==> src/rtl/button_pkg.sv <==
// Shared defaults and arbiter state encoding for the push-button front end.
package button_pkg;

  localparam int unsigned N_BTN_DEFAULT           = 4;
  localparam int unsigned DEBOUNCE_CYCLES_DEFAULT = 50000;

  typedef enum logic {
    ARB_IDLE  = 1'b0,
    ARB_OFFER = 1'b1
  } arb_state_t;

endpackage

==> src/rtl/button_debouncer.sv <==
// One button bit: 2-flop synchroniser, stable-run debounce counter, debounced
// level and a registered one-cycle press pulse on each accepted 0->1 change.
module button_debouncer #(
  parameter int unsigned DEBOUNCE_CYCLES = 50000
) (
  input  logic clk,
  input  logic reset,
  input  logic raw_i,
  output logic level_o,
  output logic press_o
);

  localparam int unsigned CNT_W = $clog2(DEBOUNCE_CYCLES + 1);

  logic             sync1_q, sync2_q;
  logic [CNT_W-1:0] cnt_q, cnt_d;
  logic             level_q, level_d;
  logic             press_q, press_d;

  always_ff @(posedge clk) begin
    if (reset) begin
      sync1_q <= 1'b0;
      sync2_q <= 1'b0;
      cnt_q   <= '0;
      level_q <= 1'b0;
      press_q <= 1'b0;
    end else begin
      sync1_q <= raw_i;
      sync2_q <= sync1_q;
      cnt_q   <= cnt_d;
      level_q <= level_d;
      press_q <= press_d;
    end
  end

  // Any agreeing cycle restarts the run; the final differing cycle flips the level.
  always_comb begin
    cnt_d   = '0;
    level_d = level_q;
    press_d = 1'b0;
    if (sync2_q != level_q) begin
      if (cnt_q == CNT_W'(DEBOUNCE_CYCLES - 1)) begin
        level_d = ~level_q;
        press_d = ~level_q;
      end else begin
        cnt_d = cnt_q + CNT_W'(1);
      end
    end
  end

  assign level_o = level_q;
  assign press_o = press_q;

endmodule

==> src/rtl/button_event_arbiter.sv <==
// Debounces N buttons, latches presses as pending requests and offers them
// round-robin on a valid/ready event stream with one idle bubble per event.
module button_event_arbiter
  import button_pkg::*;
#(
  parameter int unsigned N_BTN           = N_BTN_DEFAULT,
  parameter int unsigned DEBOUNCE_CYCLES = DEBOUNCE_CYCLES_DEFAULT,
  localparam int unsigned ID_W           = $clog2(N_BTN)
) (
  input  logic             clk,
  input  logic             reset,
  input  logic [N_BTN-1:0] btn_raw,
  output logic             evt_valid,
  input  logic             evt_ready,
  output logic [ID_W-1:0]  evt_id,
  output logic [N_BTN-1:0] btn_level,
  output logic             evt_dropped
);

  logic [N_BTN-1:0] level_w, press_w;

  for (genvar g = 0; g < N_BTN; g++) begin : g_btn
    button_debouncer #(
      .DEBOUNCE_CYCLES(DEBOUNCE_CYCLES)
    ) u_deb (
      .clk    (clk),
      .reset  (reset),
      .raw_i  (btn_raw[g]),
      .level_o(level_w[g]),
      .press_o(press_w[g])
    );
  end

  arb_state_t       state_q, state_d;
  logic [N_BTN-1:0] pending_q, pending_d;
  logic [ID_W-1:0]  evt_id_q, evt_id_d;
  logic [ID_W-1:0]  last_q, last_d;
  logic             evt_valid_q, evt_valid_d;
  logic             dropped_q, dropped_d;
  logic [N_BTN-1:0] clr_c;
  logic [ID_W-1:0]  pick_c;
  logic             pick_found_c;

  always_ff @(posedge clk) begin
    if (reset) begin
      state_q     <= ARB_IDLE;
      pending_q   <= '0;
      evt_id_q    <= '0;
      last_q      <= ID_W'(N_BTN - 1);
      evt_valid_q <= 1'b0;
      dropped_q   <= 1'b0;
    end else begin
      state_q     <= state_d;
      pending_q   <= pending_d;
      evt_id_q    <= evt_id_d;
      last_q      <= last_d;
      evt_valid_q <= evt_valid_d;
      dropped_q   <= dropped_d;
    end
  end

  // First pending request strictly after the last grant, wrapping modulo N_BTN.
  always_comb begin
    int unsigned idx;
    idx          = 0;
    pick_c       = '0;
    pick_found_c = 1'b0;
    for (int unsigned k = 1; k <= N_BTN; k++) begin
      idx = (int'(last_q) + k) % N_BTN;
      if (!pick_found_c && pending_q[ID_W'(idx)]) begin
        pick_found_c = 1'b1;
        pick_c       = ID_W'(idx);
      end
    end
  end

  always_comb begin
    state_d     = state_q;
    evt_id_d    = evt_id_q;
    last_d      = last_q;
    evt_valid_d = evt_valid_q;
    clr_c       = '0;
    case (state_q)
      ARB_IDLE: begin
        if (pick_found_c) begin
          evt_id_d    = pick_c;
          evt_valid_d = 1'b1;
          state_d     = ARB_OFFER;
        end
      end
      ARB_OFFER: begin
        if (evt_ready) begin
          clr_c[evt_id_q] = 1'b1;
          last_d          = evt_id_q;
          evt_valid_d     = 1'b0;
          state_d         = ARB_IDLE;
        end
      end
      default: state_d = ARB_IDLE;
    endcase
    // A press landing on the slot being cleared survives as a fresh request.
    pending_d = (pending_q & ~clr_c) | press_w;
    dropped_d = |(press_w & pending_q & ~clr_c);
  end

  assign evt_valid   = evt_valid_q;
  assign evt_id      = evt_id_q;
  assign btn_level   = level_w;
  assign evt_dropped = dropped_q;

endmodule

==> config.mk <==
export PLATFORM = sky130hd
export DESIGN_NAME = button_event_arbiter
export DESIGN_NICKNAME = d
export VERILOG_FILES = /design/src/rtl/button_pkg.sv /design/src/rtl/button_debouncer.sv /design/src/rtl/button_event_arbiter.sv
export SDC_FILE = /design/constraint.sdc
export NUM_CORES = 1
export LEC_CHECK = 0
export BUFFER_PORTS_ARGS = -buffer_cell sky130_fd_sc_hd__buf_2
export CAP_MARGIN = 15
export CORE_MARGIN = 3
export CORE_UTILIZATION = 44
export DETAILED_ROUTE_END_ITERATION = 10
export GPL_TIMING_DRIVEN = 0
export PLACE_DENSITY_LB_ADDON = 0.1
export SYNTH_ARGS = -nofsm -noshare
export SYNTH_HDL_FRONTEND = slang
export SYNTH_SLANG_ARGS = --single-unit
==> constraint.sdc <==
create_clock -name clk -period 2.15 [get_ports clk]
set_input_delay 0.215 -clock clk [delete_from_list [all_inputs] [get_ports clk]]
set_output_delay 0.215 -clock clk [all_outputs]
set_load 0.01 [all_outputs]
# After elaboration in Yosys (flattened, before gate mapping)
# Cells that the tools add are included.
[op_classes]
n_bitwise = 18
reduce_logical = 23
mux = 26
order_cmp = 6
n_addsub = 8
n_eq_ne = 10
[ops]
columns = ["op", "n"]
rows = [
  ["$add 16x1->16 const B", 4],
  ["$eq 16x16->1 const B", 4],
  ["$reduce_or 3->1", 8],
  ["$lt 2x3->1 const B", 5],
  ["$reduce_and 2->1", 7],
  ["$mux 1", 13],
  ["$not 1->1", 13],
  ["$and 4x4->4", 3],
  ["$bmux 1 s2", 4],
  ["$mux 2", 4],
  ["$mux 4", 2],
  ["$add 2x1->2 const B", 2],
  ["$add 2x2->2 const B", 2],
  ["$logic_and 1x1->1", 4],
  ["$ne 1x1->1", 4],
  ["$ne 2x2->1 const B", 2],
  ["$not 4->4", 1],
  ["$or 4x4->4", 1],
  ["$pmux 1 s2", 2],
  ["$reduce_or 4->1", 1],
  ["$logic_not 1->1", 3],
  ["$demux 1 s2", 1],
  ["$ge 2x1->1 const B", 1],
]
[totals]
output_inout_bits = 8
elab_cells = 117
regBits = 91

# Logic depth before layout (Yosys ltp)
[depth]
ltp_word = 15
mapped_depth = 7
mapped_depth_nobuf = 5

# Modules after synthesis
# Synthesis repeated with hierarchy kept, for this count alone.
[hier_totals]
cells_unflattened = 447
hier_area_um2 = 3958.8
[by_module_without_submodules]
columns = ["mod", "cells_each", "seq_area_each_um2", "area_per_inst_um2", "instances"]
rows = [
  ["button_debouncer", 96, 400.4, 862.1, 4],
  ["button_event_arbiter", 63, 220.2, 510.5, 1],
]

# Worst setup path after synthesis
# No wires, ideal clock.
[synth_path]
path_type = "reg2reg"
start = "reg g_btn[3].u_deb.cnt_q[0]"
end = "reg g_btn[3].u_deb.cnt_q[6]"
arrival_ns = 1.514
setup_slack_ns = 0.521
path_stages_with_launch = 8
n_path_buf = 2
cell_sequence = "dfxtp_1 > ha_1 > nand4_1 > nor4_2 > or2_1 > buf_6 > buf_12 > nor2_2"
[synth_between]
elab_chain_len = 2
elab_cells_between_ends = 3
classes_between = "1 x add/sub; 1 x eq/ne; 1 x reduce/logical"
[synth_rtl]
columns = ["item", "line", "rtl"]
rows = [
  ["start, declared", "button_debouncer.sv:16", "logic [CNT_W-1:0] cnt_q, cnt_d;"],
  ["start signal, assigned", "button_debouncer.sv:30", "cnt_q <= cnt_d;"],
  ["branches (longest 2 deep; another with $add 16x1->16)", "n/a", ""],
]
# Parallel ways; which one is timed is not known.
# A chain may end at the register's enable or synchronous reset.

# Worst setup path after layout
[layout_path]
start = "reg g_btn[3].u_deb.cnt_q[0]"
end = "reg g_btn[3].u_deb.cnt_q[12]"
# The elaborated chain is that of the path after synthesis.

==> flow_summary.toml <==
[placed_design]
gp_congestion = 0.852
dp.cells = 547
dp_hpwl_um = 4870
io_buffers = 14

[setup_path]
cp_num_buf_inv = 2
crit_cells = 7
reg2reg_slack_ns = 0.21
crit_path_cell_trace = "ha_1, nand4_1, nor4_2, or2_1, buf_6, buf_12, nor2_2"
reg2reg_depth = 7
crit_path_end_kind = "flop"
path_delay_family = "simple AND/OR/NAND/NOR gates"
max_stage_delay_ns = 0.49
r2r-start = "g_btn[3].u_deb.cnt_q[0]$_SDFF_PP0_"
endpoint = "g_btn[3].u_deb.cnt_q[12]$_SDFF_PP0_"
crit_slowest_cell = "nor4_2"
startpoint = "g_btn[3].u_deb.cnt_q[0]$_SDFF_PP0_"
cp.required_ns = 2.39
cp-start-kind = "flop"
reg2reg_to = "g_btn[3].u_deb.cnt_q[12]$_SDFF_PP0_"
arrival_ns = 2.19
path_class = "reg2reg"
path_max_fanout = 10

[die]
core_area_mm2 = 0.00838
die_area_mm2 = 0.00995
num_rows = 33
pin_count = 15
dieWidth_um = 99.8
die_h_um = 99.8
initial_core_util_pct = 46.1

[global_route]
grt.total_usage_pct = 14.8
grt_pass1_vias = 2637
grt_overflow_total = 0
grt_max_degree = 16
grt_pass1_wl_um = 12000
antenna_found_initial = 0

[hold_path]
hold_class = "in2reg"
hold_path_startpoint = "btn_raw[0]"

[cts]
cts-resized-gates = 0
clockRootBuffer = "clkbuf_8"
numCtsBuffers = 9
htreeDepth = 3
cts_buffer_depth = 2
postCtsSetupBuffers = 0
cts_tree = "yes"
ctsHoldBuffers = 0
clkTransAtPathRegs_ns = 0.09
clock_latency_ns = 0.35
clock_sinks = 91

[timing]
period_needed_ns = 1.94
maxSlewHeadroom_pct = 65.3
fin_crit_sh_pct = 90.4
rsz0062_at_grt = "no"
clock.fmax_ghz = 0.515
hold_violations = 0
setup_viol = 0
drv_slew = 0
tightest_slew_ns = 0.521
finalSetupTns_ns = 0
skew_ns = 0.0107

[route]
drt_iter0_markers = 65
firstDrtPassIters = 4
num_vias = 2864
drc = 0
wl_um = 6890
wl_per_cell_um = 12.2
ant_nets = 0
via_per_inst = 5.09

[synth]
synth_largest_area_cell = "dfxtp_1"
synthMuxAreaShare_pct = 1.29
syn_inst = 428
synth_compound_area_share_pct = 3.33
yosysSeqAreaShare_pct = 47.1
synth_top_area_share_pct = 47.1
synthTopCellsByArea = "dfxtp_1, xnor2_1, nor2_1"
synth_cell_types = 42
ys_ff_latch = 91
synth_top_family_by_area = "simple AND/OR/NAND/NOR gates"
async_flop_share_pct = 0
synth_ff_type = "dfxtp_1"
synthSimpleGateAreaFrac_pct = 29.9
synthAdderAreaFrac_pct = 1.29
yosysWarnings = 0
avgSynthCellArea_um2 = 9.04
yosys.area_share.xor_xnor_pct = 13.1
synthesis.area_mm2 = 0.00387
synth-edff-count = 0
syn_nets = 439

[pwr]
power.density_mw_per_mm2 = 679
pwr-share-comb_pct = 1.5
power.leakage_nw = 1.40
seqPwrFrac_pct = 58.6
p_total_mw = 2.90
ir_drop_uv = 330
pwr-share-clk_pct = 39.9
switching_share_pct = 21.4
power_switching_mw = 0.621
p_int_mw = 2.28

[finish]
n_fill_cell = 811
finalNonFillerCells = 563
layout_common_cells = "dfxtp_1, nor2_1, xnor2_1, nand3_1, nand2_1"
antenna_cells = 0
syn2layout_area_growth_pct = 10.4
nets = 464
multiInputGateArea_mm2 = 0.00189
final_common_cell = "dfxtp_1"
seq_area_mm2 = 0.00182
final_core_util_pct = 51.0
drive_above_1_share_pct = 11.1

[job]
drv_cap = 0

[outcome]
status = "finished, final reports clean"
synth_stat cells (2+ instances only):
cell      number
nand4_1       19
buf_4          4
nor2_2        10
a211oi_1       2
ha_1           4
dfxtp_1       91
nor2_1        74
buf_2          3
nand2b_1       4
a21oi_1        7
nand2_1       20
nor4_1        14
nor4bb_1       4
o21ai_0        5
nor3_1        12
nand3b_1       2
nor4b_1        6
inv_1         16
xnor2_1       42
or3_1          3
and4_1         5
xor2_1        16
clkbuf_1       3
o21a_1         2
and3_1         9
nand3_1       23
nor2b_1        9
mux2i_1        5
cell type report:
class | instances | share of cell area [%]
Multi-Input combinational cell | 308 | 44.3
Sequential cell | 91 | 42.6
Clock buffer | 10 | 3.22
Tap cell | 105 | 3.08
Buffer | 13 | 2.14
Timing Repair Buffer | 14 | 1.64
Clock inverter | 6 | 1.52
Inverter | 16 | 1.41
state kept, by name, summed over array words and instances (netlist names):
signal and cells:
g_btn.u_deb.cnt_q 64, g_btn.u_deb.level_o 4, g_btn.u_deb.press_o 4, g_btn.u_deb.sync1_q 4
g_btn.u_deb.sync2_q 4, pending_q 4, evt_id 2, last_q 2
evt_dropped 1, evt_valid 1, state_q 1
routing by layer:
| layer | track usage (%) | up-vias | wire length, µm |
|---|---|---|---|
| met5 | 0 | - | 0 |
| met4 | 6.93 | 0 | 111 |
| met3 | 3.16 | 8 | 185 |
| met2 | 21.5 | 28 | 2880 |
| met1 | 21.0 | 1318 | 3720 |
| li1 | - | 1510 | - |
power by group through the flow:
stage	clock network (mW)	registers (mW)	logic (mW)
2_1_floorplan	0	1.74	0.0301
3_3_place_gp	0	1.74	0.0450
3_5_place_dp	0	1.74	0.0458
4_1_cts	1.20	1.70	0.0463
5_1_grt	1.27	1.70	0.0513
6_report	1.16	1.70	0.0447
per-stage QoR:
step	hold slack [ns]	setup slack, ns	area, µm²
after global placement	0.417	0.230	4070
final	0.0702	0.207	4270
after CTS	0.0530	0.166	4270
after global routing	0.0589	0.0581	4270
after detailed placement	0.420	0.194	4070
after floorplan	0.314	0.521	3870
cell families (layout without fill, tap and decap cells):
group / after synthesis / in the layout
fa+ha+maj: 4 / 4
xor+xnor: 58 / 58
buf+inv: 29 / 59
mux: 5 / 5
simple gates: 220 / 220
flops: 91 / 91
compound gates: 21 / 21
worst min path at each step:
stage	slack [ns]	cells past startpoint	end
after floorplan	0.31	1	evt_valid$_SDFFE_PP0P_
after global placement	0.42	1	g_btn[0].u_deb.sync2_q$_SDFF_PP0_
after detailed placement	0.42	1	g_btn[1].u_deb.sync2_q$_SDFF_PP0_
after CTS	0.05	2	g_btn[0].u_deb.sync1_q$_SDFF_PP0_
after global routing	0.06	2	g_btn[0].u_deb.sync1_q$_SDFF_PP0_
final	0.07	2	g_btn[0].u_deb.sync1_q$_SDFF_PP0_
No activity file was read; power rests on OpenSTA's default activity.
